==> config.mk <==
export PLATFORM = sky130hd
export DESIGN_NAME = mips_run_controller_flat
export DESIGN_NICKNAME = d
export VERILOG_FILES = /design/src/rtl/mips_run_controller_if.sv /design/src/rtl/mips_run_controller.sv /design/src/flat_wrapper.sv
export SDC_FILE = /design/constraint.sdc
export NUM_CORES = 1
export LEC_CHECK = 0
export BUFFER_PORTS_ARGS = -buffer_cell sky130_fd_sc_hd__buf_4
export CAP_MARGIN = 0
export CORE_MARGIN = 2
export CORE_UTILIZATION = 51
export DETAILED_ROUTE_END_ITERATION = 10
export MAX_ROUTING_LAYER = met4
export PLACE_DENSITY = 0.78
export SETUP_SLACK_MARGIN = 0.15
export SYNTH_ARGS = -nofsm -noshare
export SYNTH_HDL_FRONTEND = slang
export SYNTH_SLANG_ARGS = --single-unit
==> constraint.sdc <==
create_clock -name clk -period 4.3 [get_ports clk]
set_clock_uncertainty 0.05 [all_clocks]
set_input_delay 0.215 -clock clk [delete_from_list [all_inputs] [get_ports clk]]
set_output_delay 0.215 -clock clk [all_outputs]
set_load 0.03 [all_outputs]
==> src/rtl/mips_run_controller_if.sv <==
`default_nettype none
// ============================================================================
//  Module      : mips_run_controller_if
//  Description : Bus bundle between the run controller, the spare read port of
//                the dual-port data memory and the dump-word consumer.
//                  mem_rd_addr  controller -> memory   word index to read
//                  mem_rd_data  memory -> controller   read data
//                  dump_valid   controller -> consumer word available
//                  dump_ready   consumer -> controller word accepted
//                  dump_addr    controller -> consumer index of current word
//                  dump_data    controller -> consumer current word
//                The controller uses the master modport. The memory and the
//                consumer together form the slave side.
//  Revision    : 1.0  initial release
// ============================================================================
interface mips_run_controller_if #(
   parameter int N      = 32,
   parameter int ADDR_W = 32
);
   logic [ADDR_W-1:0] mem_rd_addr;
   logic [N-1:0]      mem_rd_data;
   logic              dump_valid;
   logic              dump_ready;
   logic [ADDR_W-1:0] dump_addr;
   logic [N-1:0]      dump_data;

   modport master (
      output mem_rd_addr,
      input  mem_rd_data,
      output dump_valid,
      input  dump_ready,
      output dump_addr,
      output dump_data
   );

   modport slave (
      input  mem_rd_addr,
      output mem_rd_data,
      input  dump_valid,
      output dump_ready,
      input  dump_addr,
      input  dump_data
   );
endinterface
`default_nettype wire

==> src/rtl/mips_run_controller.sv <==
`default_nettype none
// ============================================================================
//  Module      : mips_run_controller
//  Description : Run and dump sequencer for the multicycle MIPS core. On start
//                it holds the core in reset for RESET_CYCLES cycles. It then
//                enables the core for a cycle budget, or until halt_req. After
//                that it streams a window of data-memory words out over a
//                valid/ready port.
//  Ports       : clk, rst            clock, synchronous active-high reset
//                start               one-cycle pulse, honoured in IDLE/DONE
//                num_cycles          run budget (0 selects MAX_CYCLES)
//                dump_start/stop     dump window [start, stop)
//                halt_req            early stop request during RUN
//                core_rst/core_run   reset and clock-enable to the core
//                cycle_count         run cycles elapsed
//                done, halted_early  sequence status
//                bus (master)        memory read port + dump stream
//  Revision    : 1.0  initial release
// ============================================================================
module mips_run_controller #(
   parameter int N            = 32,
   parameter int ADDR_W       = 32,
   parameter int CYC_W        = 32,
   parameter int RESET_CYCLES = 2,
   parameter int MAX_CYCLES   = 1000,
   parameter int MEM_LAT      = 1
) (
   input  logic              clk,
   input  logic              rst,
   input  logic              start,
   input  logic [CYC_W-1:0]  num_cycles,
   input  logic [ADDR_W-1:0] dump_start,
   input  logic [ADDR_W-1:0] dump_stop,
   input  logic              halt_req,
   output logic              core_rst,
   output logic              core_run,
   output logic [CYC_W-1:0]  cycle_count,
   output logic              done,
   output logic              halted_early,
   mips_run_controller_if.master bus
);

   typedef enum logic [2:0] {
      ST_IDLE      = 3'd0,
      ST_RESET     = 3'd1,
      ST_RUN       = 3'd2,
      ST_DUMP_ADDR = 3'd3,
      ST_DUMP_WAIT = 3'd4,
      ST_DUMP_OUT  = 3'd5,
      ST_DONE      = 3'd6
   } state_t;

   localparam logic [CYC_W-1:0] MAX_BUDGET = CYC_W'(MAX_CYCLES);
   // Value of the reset counter on the last cycle spent in ST_RESET.
   localparam logic [31:0] RST_LAST = (RESET_CYCLES > 0) ? 32'(RESET_CYCLES - 1) : 32'd0;

   state_t            state_q, state_d;
   logic [CYC_W-1:0]  cycle_count_q, cycle_count_d;
   logic [CYC_W-1:0]  budget_q, budget_d;
   logic [ADDR_W-1:0] win_start_q, win_start_d;
   logic [ADDR_W-1:0] win_stop_q, win_stop_d;
   logic [ADDR_W-1:0] dump_addr_q, dump_addr_d;
   logic [N-1:0]      dump_data_q, dump_data_d;
   logic              halted_q, halted_d;
   logic [31:0]       rst_cnt_q, rst_cnt_d;

   logic [CYC_W-1:0]  count_inc;
   logic [ADDR_W-1:0] addr_inc;

   assign count_inc = cycle_count_q + CYC_W'(1);
   assign addr_inc  = dump_addr_q + ADDR_W'(1);

   // ------------------------------------------------------------------------
   // State and datapath registers
   // ------------------------------------------------------------------------
   always_ff @(posedge clk) begin
      if (rst) begin
         state_q       <= ST_IDLE;
         cycle_count_q <= '0;
         budget_q      <= '0;
         win_start_q   <= '0;
         win_stop_q    <= '0;
         dump_addr_q   <= '0;
         dump_data_q   <= '0;
         halted_q      <= 1'b0;
         rst_cnt_q     <= '0;
      end else begin
         state_q       <= state_d;
         cycle_count_q <= cycle_count_d;
         budget_q      <= budget_d;
         win_start_q   <= win_start_d;
         win_stop_q    <= win_stop_d;
         dump_addr_q   <= dump_addr_d;
         dump_data_q   <= dump_data_d;
         halted_q      <= halted_d;
         rst_cnt_q     <= rst_cnt_d;
      end
   end

   // ------------------------------------------------------------------------
   // Next-state and datapath update
   // ------------------------------------------------------------------------
   always_comb begin
      state_d       = state_q;
      cycle_count_d = cycle_count_q;
      budget_d      = budget_q;
      win_start_d   = win_start_q;
      win_stop_d    = win_stop_q;
      dump_addr_d   = dump_addr_q;
      dump_data_d   = dump_data_q;
      halted_d      = halted_q;
      rst_cnt_d     = rst_cnt_q;

      case (state_q)
         ST_IDLE, ST_DONE: begin
            if (start) begin
               budget_d      = (num_cycles == '0) ? MAX_BUDGET : num_cycles;
               win_start_d   = dump_start;
               win_stop_d    = dump_stop;
               halted_d      = 1'b0;
               cycle_count_d = '0;
               rst_cnt_d     = '0;
               // With no reset hold the core starts running on the very
               // next cycle.
               state_d       = (RESET_CYCLES == 0) ? ST_RUN : ST_RESET;
            end
         end

         ST_RESET: begin
            if (rst_cnt_q == RST_LAST) begin
               state_d = ST_RUN;
            end else begin
               rst_cnt_d = rst_cnt_q + 32'd1;
            end
         end

         ST_RUN: begin
            // The cycle that sees halt_req still counts as a run cycle.
            cycle_count_d = count_inc;
            if (halt_req || (count_inc == budget_q)) begin
               halted_d = halt_req && (count_inc < budget_q);
               // The window is exclusive of dump_stop. An empty or inverted
               // window produces no words.
               if (win_stop_q <= win_start_q) begin
                  state_d = ST_DONE;
               end else begin
                  dump_addr_d = win_start_q;
                  state_d     = ST_DUMP_ADDR;
               end
            end
         end

         ST_DUMP_ADDR: begin
            if (MEM_LAT == 0) begin
               // Asynchronous read port: data is valid in the address cycle.
               dump_data_d = bus.mem_rd_data;
               state_d     = ST_DUMP_OUT;
            end else begin
               state_d = ST_DUMP_WAIT;
            end
         end

         ST_DUMP_WAIT: begin
            dump_data_d = bus.mem_rd_data;
            state_d     = ST_DUMP_OUT;
         end

         ST_DUMP_OUT: begin
            if (bus.dump_ready) begin
               if (addr_inc == win_stop_q) begin
                  state_d = ST_DONE;
               end else begin
                  dump_addr_d = addr_inc;
                  state_d     = ST_DUMP_ADDR;
               end
            end
         end

         default: begin
            state_d = ST_IDLE;
         end
      endcase
   end

   // ------------------------------------------------------------------------
   // Outputs decoded from registered state
   // ------------------------------------------------------------------------
   // The core stays in reset only while idle after rst or during the hold. Once
   // a run has ended it is frozen (no reset, no enable), so its state can be
   // inspected.
   assign core_rst     = (state_q == ST_IDLE) || (state_q == ST_RESET);
   assign core_run     = (state_q == ST_RUN);
   assign done         = (state_q == ST_DONE);
   assign cycle_count  = cycle_count_q;
   assign halted_early = halted_q;

   // The memory port follows the current dump index. The index is stable
   // from DUMP_ADDR onward, so it is valid in the cycle the memory samples it.
   assign bus.mem_rd_addr = dump_addr_q;
   assign bus.dump_valid  = (state_q == ST_DUMP_OUT);
   assign bus.dump_addr   = dump_addr_q;
   assign bus.dump_data   = dump_data_q;

endmodule
`default_nettype wire

==> src/flat_wrapper.sv <==
// flat-port wrapper written by rule: the top's interface ports become plain ports
module mips_run_controller_flat 
#(
   parameter int N            = 32,
   parameter int ADDR_W       = 32,
   parameter int CYC_W        = 32,
   parameter int RESET_CYCLES = 2,
   parameter int MAX_CYCLES   = 1000,
   parameter int MEM_LAT      = 1
)
  (clk, rst, start, num_cycles, dump_start, dump_stop, halt_req, core_rst, core_run, cycle_count, done, halted_early, bus_mem_rd_addr, bus_mem_rd_data, bus_dump_valid, bus_dump_ready, bus_dump_addr, bus_dump_data);
  mips_run_controller_if #(.N(N), .ADDR_W(ADDR_W)) bus_i ();
  input  logic clk;
  input  logic rst;
  input  logic start;
  input  logic [CYC_W-1:0] num_cycles;
  input  logic [ADDR_W-1:0] dump_start;
  input  logic [ADDR_W-1:0] dump_stop;
  input  logic halt_req;
  output logic core_rst;
  output logic core_run;
  output logic [CYC_W-1:0] cycle_count;
  output logic done;
  output logic halted_early;
  output wire logic [$bits(bus_i.mem_rd_addr)-1:0] bus_mem_rd_addr;
  input wire logic [$bits(bus_i.mem_rd_data)-1:0] bus_mem_rd_data;
  output wire logic [$bits(bus_i.dump_valid)-1:0] bus_dump_valid;
  input wire logic [$bits(bus_i.dump_ready)-1:0] bus_dump_ready;
  output wire logic [$bits(bus_i.dump_addr)-1:0] bus_dump_addr;
  output wire logic [$bits(bus_i.dump_data)-1:0] bus_dump_data;
  assign bus_mem_rd_addr = bus_i.mem_rd_addr;
  assign bus_i.mem_rd_data = bus_mem_rd_data;
  assign bus_dump_valid = bus_i.dump_valid;
  assign bus_i.dump_ready = bus_dump_ready;
  assign bus_dump_addr = bus_i.dump_addr;
  assign bus_dump_data = bus_i.dump_data;
  mips_run_controller #(.N(N), .ADDR_W(ADDR_W), .CYC_W(CYC_W), .RESET_CYCLES(RESET_CYCLES), .MAX_CYCLES(MAX_CYCLES), .MEM_LAT(MEM_LAT)) u_core (.clk(clk), .rst(rst), .start(start), .num_cycles(num_cycles), .dump_start(dump_start), .dump_stop(dump_stop), .halt_req(halt_req), .core_rst(core_rst), .core_run(core_run), .cycle_count(cycle_count), .done(done), .halted_early(halted_early), .bus(bus_i));
endmodule
==> results.sh, run 1 <==
export IMPL_vdd_drop_max_uv=323.7
export IMPL_routed_via_density=5.832
export IMPL_slew_viol_final=0
export IMPL_yosysSeqAreaShare_pct=35.07
export IMPL_synth_area_mux_share_pct=0.1634
export IMPL_cp_max_fo=6
export IMPL_hold_viol=0
export IMPL_cts_sinks=228
export IMPL_final_cell_mix="nand2_1, buf_4, dfxtp_1, a21oi_1, dlygate4sd3_1"
export IMPL_critPathCaptureType="flop"
export IMPL_yosys_area_share_simple_pct=25.70
export IMPL_synth_top_family_by_area="simple AND/OR/NAND/NOR gates"
export IMPL_antenna_left=0
export IMPL_synth_area_um2=13020
export IMPL_ys_seq_elements=228
export IMPL_synth_area_leaders="dfxtp_1, nand2_1, a21oi_1"
export IMPL_die_h_um=163.8
export IMPL_worstRegToRegCells=17
export IMPL_synth_flop_cell="dfxtp_1"
export IMPL_die_x_um=163.8
export IMPL_routedWlPerCell_um=17.89
export IMPL_avgSynthCellArea_um2=7.554
export IMPL_cp_cell_sequence="and3_4, and4_4, nand2b_1, or2_4, nor3_4, nand3_2, xnor2_2, ha_1, nand4_1, nor4_4, a31oi_1, and2_4, a221oi_4, nand2_1, a22o_1, a221o_1, a311oi_1"
export IMPL_p_per_area_nw_per_um2=415.6
export IMPL_synth_nets=1924
export IMPL_antenna_found_initial=3
export IMPL_cp_slowest_cell="dfxtp_4"
export IMPL_period_share_pct=96.89
export IMPL_p_leak_nw=7.307
export IMPL_startpoint_type="flop"
export IMPL_critPathKind="reg2reg"
export IMPL_postPlaceCellArea_um2=15070
export IMPL_cts_buffer_depth=3
export IMPL_fp_dieArea_um2=26820
export IMPL_setup_viol=0
export IMPL_drc=0
export IMPL_layout_cells_non_filler=2416
export IMPL_num_rows=58
export IMPL_synth_largest_area_cell="dfxtp_1"
export IMPL_dp_cells=2213
export IMPL_worstPathRequired_ps=4680
export IMPL_core_area_um2=25110
export IMPL_track_usage_pct=31.47
export IMPL_synthAdderAreaFrac_pct=6.537
export IMPL_overflow=0
export IMPL_ys_async_sr_fraction_pct=0
export IMPL_layout_nets=2265
export IMPL_drive_gt1_share_pct=20.45
export IMPL_arrival_ps=4540
export IMPL_gp_congestion=0.9694
export IMPL_grt_pass1_vias=13480
export IMPL_dp_hpwl_um=28580
export IMPL_clkTransAtPathRegs_ps=70
export IMPL_fmaxAchievable_mhz=240.0
export IMPL_start_util_pct=51.84
export IMPL_synth_warnings=0
export IMPL_grt_pass1_wl_um=66900
export IMPL_min_path_cells=2
export IMPL_io_pins=266
export IMPL_hold_start="rst"
export IMPL_vias=14090
export IMPL_rsz0062_at_grt="yes"
export IMPL_clock_latency_ps=540
export IMPL_max_cap_viol_count=0
export IMPL_synth_xor_area_share_pct=6.662
export IMPL_ys_types=66
export IMPL_synth_edff_count=0
export IMPL_yosysTopAreaCellShare_pct=35.07
export IMPL_syn_to_final_growth_pct=34.94
export IMPL_synth_compound_area_share_pct=18.20
export IMPL_rr_startpoint="u_core.cycle_count[1]"
export IMPL_syn_inst=1723
export IMPL_reg2reg_slack_ps=130
export IMPL_r2r_end="u_core.state_q[2]"
export IMPL_final_cell_area_um2=17560
export IMPL_cts_tree="yes"
export IMPL_min_to="u_core.cycle_count[0]"
export IMPL_fillers=2027
export IMPL_final_common_cell="nand2_1"
export IMPL_wl_um=43230
export IMPL_tightest_slew_ps=1124
export IMPL_detail_route_first_pass_iterations=5
export IMPL_htreeDepth=1
export IMPL_hold_path_class="in2reg"
export IMPL_cpPeakStageDelay_ps=370
export IMPL_slew_headroom_pct=24.97
export IMPL_cts_root_buf="clkbuf_16"
export IMPL_post_route_min_period_ps=4166
export IMPL_io_buffer_count=265
export IMPL_grt_start_max_net_pins=102
export IMPL_status="complete, no violations"
export IMPL_drt_iter0_drc=1143
export IMPL_cts_buffers=26
## final cells by class
| type | count | area, µm² | share of cell area [%] |
|---|---|---|---|
| multi-input cells | 1273 | 7650 | 43.55 |
| flip-flops and latches | 228 | 4583 | 26.09 |
| repair buffers | 455 | 3772 | 21.48 |
| clock buffers | 38 | 788.3 | 4.488 |
| well taps | 330 | 412.9 | 2.351 |
| inverters | 80 | 300.3 | 1.710 |
| clock inverters | 9 | 50.05 | 0.2849 |
| diodes | 3 | 7.507 | 0.04274 |
## critical path: cells and delay by family (launching register included)
| kind | cells | cell delay, ps |
|---|---|---|
| flip-flops | 1 | 370 |
| adder cells (fa/ha/maj) | 1 | 330 |
| AND/OR/NAND/NOR | 10 | 2010 |
| XOR/XNOR | 1 | 170 |
| AO/OA/AOI/OAI | 5 | 1110 |
## per-stage QoR
step | setup TNS (ps) | total power [mW] | hold slack [ps] | worst slack, ps | utilization (%)
floorplan | 0 | 4.193 | 301.0 | 150.0 | -
global placement | 0 | 4.837 | 392.7 | 222.6 | 60.03
detailed placement | -8.590 | 4.920 | 397.5 | -8.590 | 60.03
CTS | 0 | 7.196 | 125.7 | 164.2 | 68.78
global route | -15.87 | 7.679 | 148.0 | -15.87 | 69.95
finish | 0 | 7.299 | 139.7 | 133.6 | 69.95
## power by group
part | switching (mW) | total, mW | internal [mW]
clock network | 0.896 | 2.16 | 1.27
logic | 1.55 | 2.52 | 0.963
registers | 0.260 | 2.62 | 2.36
## state kept, by name, summed over array words and instances, names as in the netlist
signal and cells:
u_core.budget_q 32, u_core.bus.dump_addr 32, u_core.bus.dump_data 32, u_core.cycle_count 32, u_core.halted_early 1, u_core.rst_cnt_q 32, u_core.state_q 3, u_core.win_start_q 32
u_core.win_stop_q 32
## timing repair
action,in CTS,in global routing
pin swaps,6,22
gates resized for setup,7,24
gates cloned,0,1
hold endpoints to repair,129,0
endpoints found under the setup margin,1,34
buffers inserted,4,19
hold buffers,129,0
## kinds of logic (layout without fill, tap and decap cells)
group	count (synthesis)	after routing
simple gates	718	718
compound gates	386	386
flops	228	228
buf+inv	222	582
xor+xnor	99	99
fa+ha+maj	68	68
mux	2	2
other cells	0	3
## Yosys cell counts (36+ instances only)
cell type	n
a21oi_1	215
buf_4	36
clkbuf_1	87
dfxtp_1	228
ha_1	68
inv_1	80
nand2_1	353
nand3_1	60
nand4_1	39
nor2_1	106
o21ai_0	41
xnor2_1	58
xor2_1	41
## metal layers
| metal | vias up | routed length, µm | global-route usage [%] |
|---|---|---|---|
| met4 | 0 | 2085 | 14.95 |
| met2 | 634 | 20660 | 52.23 |
| met1 | 6660 | 16970 | 37.20 |
| met5 | - | 0 | - |
| met3 | 146 | 3516 | 5.303 |
| li1 | 6649 | - | - |
## worst max-delay path by stage
stage                          startpoint           endpoint  slack (ps)  depth (start not counted)
floorplan           u_core.cycle_count[2]  u_core.state_q[2]         150                         18
global placement    u_core.cycle_count[0]  u_core.state_q[2]         220                         17
detailed placement  u_core.cycle_count[0]  u_core.state_q[2]          -9                         18
CTS                 u_core.cycle_count[0]  u_core.state_q[2]         160                         18
global route        u_core.cycle_count[1]  u_core.state_q[2]         -20                         17
finish              u_core.cycle_count[1]  u_core.state_q[2]         130                         17
Note: power is estimated with default switching activity, not from simulation.
==> run 2, diff against run 1 <==
CORE_UTILIZATION = 56   (was 51)
PLACE_DENSITY = 0.81   (was 0.78)
SLEW_MARGIN = 15   (was not set)
clock period = 4 ns   (was 4.3 ns; I/O delays follow)
==> run 2 against run 1 <==
  * The run now ends with setup timing left
  * Final area is 2.9% higher
  * Count of clock-buffer cells in the layout fell by 9
  * Utilization rose by 9.6 points
  * Total power rose by 13%
  * Fmax decreased by 0.49%
  * Sequential cell count stayed put
  * Largest power group is now combinational logic
  * Critical path type unchanged
  * Clock power grew 12%
  * Global-route usage grew 5.0 points
  * Worst setup slack worse by 320 ps
  * Hold slack got worse by 100 ps
  * Via count grew 4.3%
==> results.sh, run 2 (synthesis gave the netlist of run 1 again) <==
export IMPL_drt_iter0_drc=1541
export IMPL_worstPathRequired_ps=4330
export IMPL_arrival_ps=4510
export IMPL_critPathKind="reg2reg"
export IMPL_post_route_util_pct=79.55
export IMPL_start_util_pct=57.32
export IMPL_regArea_um2=4589
export IMPL_vias=14690
export IMPL_power_switching_mw=3.091
export IMPL_setup_viol=32
export IMPL_num_rows=55
export IMPL_hold_path_class="in2reg"
export IMPL_critPathCaptureType="flop"
export IMPL_multi_input_area_um2=7841
export IMPL_core_area_um2=22710
export IMPL_slew_headroom_pct=10.53
export IMPL_die_h_um=156.5
export IMPL_grt_pass1_wl_um=70570
export IMPL_p_comb_share_pct=36.5
export IMPL_htreeDepth=1
export IMPL_p_leak_nw=7.554
export IMPL_final_cell_mix="nand2_1, buf_4, dfxtp_1, a21oi_1, dlygate4sd3_1"
export IMPL_final_common_cell="nand2_1"
export IMPL_overflow=0
export IMPL_finalPower_mw=8.215
export IMPL_cts_sinks=228
export IMPL_power_internal_mw=5.124
export IMPL_layout_nets=2299
export IMPL_wl_um=46860
export IMPL_syn_to_final_growth_pct=38.80
export IMPL_vdd_drop_max_uv=283.8
export IMPL_fillers=1470
export IMPL_grt_pass1_vias=13830
export IMPL_drc=0
export IMPL_clkTransAtPathRegs_ps=70
export IMPL_period_share_pct=104.7
export IMPL_routed_via_density=6.107
export IMPL_status="finished with violations"
export IMPL_final_cell_area_um2=18070
export IMPL_p_per_area_nw_per_um2=454.7
export IMPL_dp_hpwl_um=28190
export IMPL_track_usage_pct=36.47
export IMPL_slew_viol_final=0
export IMPL_fin_tns_setup_ps=-3468
export IMPL_routedWlPerCell_um=19.48
export IMPL_cts_tree="yes"
export IMPL_antenna_left=0
export IMPL_max_cap_viol_count=0
export IMPL_startpoint_type="flop"
export IMPL_io_pins=266
export IMPL_cts_buffers=25
export IMPL_die_x_um=156.5
export IMPL_layout_cells_non_filler=2405
export IMPL_gp_congestion=0.9674
export IMPL_postPlaceCellArea_um2=15220
export IMPL_tightest_slew_ps=1341
export IMPL_io_buffer_count=265
export IMPL_cts_root_buf="clkbuf_16"
export IMPL_cts_buffer_depth=3
export IMPL_clock_latency_ps=530
export IMPL_power_frac_seq_pct=34.1
export IMPL_drive_gt1_share_pct=23.95
export IMPL_rsz0062_at_grt="yes"
export IMPL_violations="setup timing"
export IMPL_fp_dieArea_um2=24480
export IMPL_fmaxAchievable_mhz=238.9
export IMPL_switching_share_pct=37.62
export IMPL_post_route_min_period_ps=4187
export IMPL_power_share_clock_pct=29.4
export IMPL_antenna_found_initial=3
export IMPL_grt_start_max_net_pins=119
export IMPL_cp_max_fo=8
export IMPL_dp_cells=2184
export IMPL_place_ws_ps=-22.44
export IMPL_detail_route_first_pass_iterations=6
export IMPL_layout_setup_ws_ps=-186.7
export IMPL_hold_viol=0
export IMPL_whs_ps=36.66
-- run 2: changes by cell type in the layout (fill, tap and decap cells not counted), moves of 5 or more --
| cell | previous run | this run |
|---|---|---|
| a22oi_2 | 1 | 14 |
| dfxtp_1 | 219 | 214 |
| buf_6 | 1 | 6 |
| a22oi_1 | 24 | 11 |
| dfxtp_2 | 6 | 11 |
| clkbuf_1 | 5 | 0 |
| a21oi_2 | 1 | 11 |
| a21oi_1 | 214 | 201 |
| buf_4 | 323 | 349 |
-- run 2: timing repair --
action / CTS / global route
setup buffers: 25 / 15
endpoints found under the hold margin: 128 / 0
setup endpoints to repair: 9 / 36
hold buffers: 128 / 0
cloned: 0 / 3
pin swaps: 15 / 25
resized for setup: 10 / 53
-- run 2: critical path, stage by stage, from the launching register on --
cell	delay (ps)
dfxtp_4	390
ha_4	150
nand3_4	90
nor4_4	310
nor2b_4	240
buf_6	130
buf_4	120
nand3_1	130
xnor2_1	350
ha_1	200
nand4_1	190
nor4_4	410
a31oi_2	150
buf_4	160
or3_4	460
clkbuf_16	210
a22oi_2	160
o32ai_1	120
-- run 2: power by group through the flow --
| stage | Sequential (mW) | Combinational (mW) | Clock (mW) |
|---|---|---|---|
| floorplan | 2.81 | 1.70 | 0 |
| global placement | 2.82 | 2.40 | 0 |
| detailed placement | 2.83 | 2.47 | 0 |
| CTS | 2.78 | 2.71 | 2.41 |
| global route | 2.83 | 3.22 | 2.53 |
| finish | 2.80 | 3.00 | 2.41 |
-- run 2: final timing paths --
| path | cells after the start | slack, ps | end | from |
|---|---|---|---|---|
| worst max-delay path | 17 | -190 | u_core.bus.dump_addr[20] | u_core.cycle_count[0] |
| worst min-delay path | 4 | 40 | u_core.state_q[0] | bus_dump_ready |
| worst max register to register | 17 | -190 | u_core.bus.dump_addr[20] | u_core.cycle_count[0] |
| worst min register to register | 2 | 410 | u_core.budget_q[11] | u_core.budget_q[11] |
-- run 2: layout make-up --
class                      instances  share of cell area (%)
clock inverter                    17                  0.9765
tap                              285                   1.974
timing repair buffer             490                   22.77
clock buffer                      29                   3.768
sequential                       228                   25.40
antenna                            3                 0.04155
multi-input combinational       1273                   43.40
inverter                          80                   1.662
-- run 2: metal layers --
metal,track usage (%),up-vias,share of wire (%)
li1,-,6720,-
met1,43.76,6879,38
met2,60.27,862,48
met3,5.345,227,8.8
met4,17.61,0,6.0
met5,-,-,0
==> run 3, diff against run 2 <==
ABC_AREA = 1   (was not set)
==> run 3 against run 2 <==
  * The flow now finishes without violations
  * Critical endpoint is now u_core.bus.dump_addr[30]
  * Combinational power increased by 8.7%
  * Highest routed layer unchanged
  * Largest power group unchanged
  * Sequential power rose by 6%
  * Sequential share of layout area fell by 0.64 points
  * Critical path depth rose by 11
  * Hold slack gained 1.0 ps
  * Final area increased by 2.3%
  * Die area up 3.7%
==> results.sh, run 3 <==
export IMPL_status="complete, no violations"
export IMPL_grt_start_max_net_pins=100
export IMPL_p_leak_nw=8.071
export IMPL_grt_pass1_wl_um=75760
export IMPL_cts_tree="yes"
export IMPL_synth_area_mux_share_pct=0
export IMPL_cp_max_fo=8
export IMPL_vias=15840
export IMPL_yosysSeqAreaShare_pct=33.79
export IMPL_start_util_pct=57.38
export IMPL_fp_dieArea_um2=25380
export IMPL_synth_edff_count=0
export IMPL_fin_tns_setup_ps=0
export IMPL_yosysMostFrequentCell="nand2_1"
export IMPL_htreeDepth=1
export IMPL_cts_buffers=26
export IMPL_syn_inst=2068
export IMPL_synth_warnings=0
export IMPL_die_h_um=159.3
export IMPL_cts_root_buf="clkbuf_16"
export IMPL_routed_via_density=5.707
export IMPL_rsz0062_at_grt="yes"
export IMPL_max_cap_viol_count=0
export IMPL_startpoint_type="flop"
export IMPL_synth_nets=2269
export IMPL_slew_viol_final=0
export IMPL_gp_congestion=0.9792
export IMPL_synth_flop_cell="dfxtp_1"
export IMPL_period_share_pct=99.69
export IMPL_reg2reg_slack_ps=10
export IMPL_drc=0
export IMPL_clkTransAtPathRegs_ps=70
export IMPL_arrival_ps=4400
export IMPL_worstRegToRegCells=28
export IMPL_final_common_cell="nand2_1"
export IMPL_finalPower_mw=8.856
export IMPL_die_x_um=159.3
export IMPL_ys_types=40
export IMPL_cts_sinks=228
export IMPL_dp_hpwl_um=29660
export IMPL_clock_latency_ps=540
export IMPL_antenna_found_initial=0
export IMPL_min_path_cells=3
export IMPL_crit_top_cell="buf_4"
export IMPL_hold_viol=0
export IMPL_r2r_end="u_core.bus.dump_addr[30]"
export IMPL_diodes=0
export IMPL_post_route_min_period_ps=3987
export IMPL_track_usage_pct=36.90
export IMPL_synth_compound_area_share_pct=15.40
export IMPL_setup_viol=0
export IMPL_rr_startpoint="u_core.cycle_count[1]"
export IMPL_critPathKind="reg2reg"
export IMPL_antenna_left=0
export IMPL_final_cell_mix="nand2_1, buf_4, inv_1, nor2_1, dfxtp_1"
export IMPL_hold_path_class="in2reg"
export IMPL_vdd_drop_max_uv=450.6
export IMPL_cpPeakStageDelay_ps=360
export IMPL_syn_to_final_growth_pct=36.80
export IMPL_synth_largest_area_cell="dfxtp_1"
export IMPL_avgSynthCellArea_um2=6.532
export IMPL_ys_async_sr_fraction_pct=0
export IMPL_cts_buffer_depth=3
export IMPL_tightest_slew_ps=1188
export IMPL_num_rows=56
export IMPL_synthTopCellsByCount="nand2_1, inv_1, nor2_1"
export IMPL_drt_iter0_drc=1483
export IMPL_overflow=0
export IMPL_place_ws_ps=-316.5
export IMPL_fillers=1655
export IMPL_synth_area_um2=13510
export IMPL_core_area_um2=23540
export IMPL_yosys_area_share_simple_pct=30.86
export IMPL_layout_nets=2638
export IMPL_critPathCaptureType="flop"
export IMPL_worstPathRequired_ps=4410
export IMPL_io_pins=266
export IMPL_hold_start="dump_stop[0]"
export IMPL_slew_headroom_pct=20.81
export IMPL_fmaxAchievable_mhz=250.8
export IMPL_synthAdderAreaFrac_pct=6.299
export IMPL_drive_gt1_share_pct=19.42
export IMPL_detail_route_first_pass_iterations=6
export IMPL_min_to="u_core.win_stop_q[0]"
export IMPL_synth_area_leaders="dfxtp_1, nand2_1, a21oi_1"
export IMPL_layout_setup_ws_ps=12.53
export IMPL_p_per_area_nw_per_um2=479.3
export IMPL_wl_um=48360
export IMPL_synth_top_family_by_area="simple AND/OR/NAND/NOR gates"
export IMPL_routedWlPerCell_um=17.43
export IMPL_io_buffer_count=265
export IMPL_grt_pass1_vias=15440
export IMPL_ys_seq_elements=228
export IMPL_yosysTopAreaCellShare_pct=33.79
export IMPL_synth_xor_area_share_pct=2.501
export IMPL_cp_slowest_cell="dfxtp_4"
run 3: how the worst max path moves through the flow:
| stage | slack (ps) | startpoint | end | cells past startpoint |
|---|---|---|---|---|
| after floorplan | 150 | u_core.cycle_count[0] | u_core.bus.dump_addr[24] | 28 |
| after global placement | -50 | u_core.cycle_count[0] | u_core.bus.dump_addr[24] | 28 |
| after detailed placement | -320 | u_core.cycle_count[0] | u_core.bus.dump_addr[20] | 28 |
| after CTS | 30 | u_core.cycle_count[1] | u_core.bus.dump_addr[16] | 30 |
| after global routing | -70 | u_core.cycle_count[1] | u_core.bus.dump_addr[27] | 30 |
| final | 10 | u_core.cycle_count[1] | u_core.bus.dump_addr[30] | 28 |
run 3: cell families after synthesis:
family                     after synthesis
xor gates and xnor gates                37
DFF                                    228
AOI/OAI and AO/OA                      406
adders and majority gates               68
and+or+nand+nor                        966
buffers and inverters                  363
run 3: layout make-up:
| class | count | area [µm²] | area share (%) |
|---|---|---|---|
| well taps | 319 | 399.1 | 2.160 |
| flip-flops and latches | 228 | 4577 | 24.77 |
| inverters | 251 | 947.2 | 5.126 |
| clock buffers | 40 | 814.5 | 4.408 |
| clock inverters | 7 | 137.6 | 0.7448 |
| repair buffers | 451 | 3786 | 20.49 |
| multi-input cells | 1479 | 7818 | 42.30 |
run 3: repair_timing:
item | in CTS | in global routing
setup buffers | 18 | 7
pin swaps | 26 | 16
cloned | 4 | 0
hold endpoints to repair | 124 | 0
setup endpoints to repair | 35 | 36
resized for setup | 43 | 38
hold buffers | 124 | 0
run 3: metal layers:
metal  share of wire, %  vias up  GRT usage [%]  routed length (µm)
met3                9.1      227          7.320                4385
li1                   -     7438              -                   -
met4                5.0        0          16.94                2420
met2                 48      868          61.68               23040
met1                 38     7303          42.87               18520
met5                  0        -              -                   0
run 3: critical path, delay by kind of cell, from the launching register on:
| kind | cells | cell delay (ps) |
|---|---|---|
| flops | 1 | 360 |
| compound gates | 3 | 390 |
| fa+ha+maj | 2 | 300 |
| simple gates | 12 | 1410 |
| buf+inv | 11 | 1380 |
run 3: where the power goes:
part | switching, mW | internal [mW]
registers | 0.296 | 2.66
logic | 2.09 | 1.16
clock network | 0.989 | 1.65
total | 3.38 | 5.48
run 3: stage by stage:
stage               std cells  hold WS [ps]  util, %  instance area, µm²
floorplan                2068         284.9        -               13540
global placement         2575         370.8    66.50               15660
detailed placement       2575         377.2    66.50               15660
CTS                      2768         2.644    77.63               18280
global route             2775         35.94    78.49               18480
finish                   2775         37.68    78.49               18480
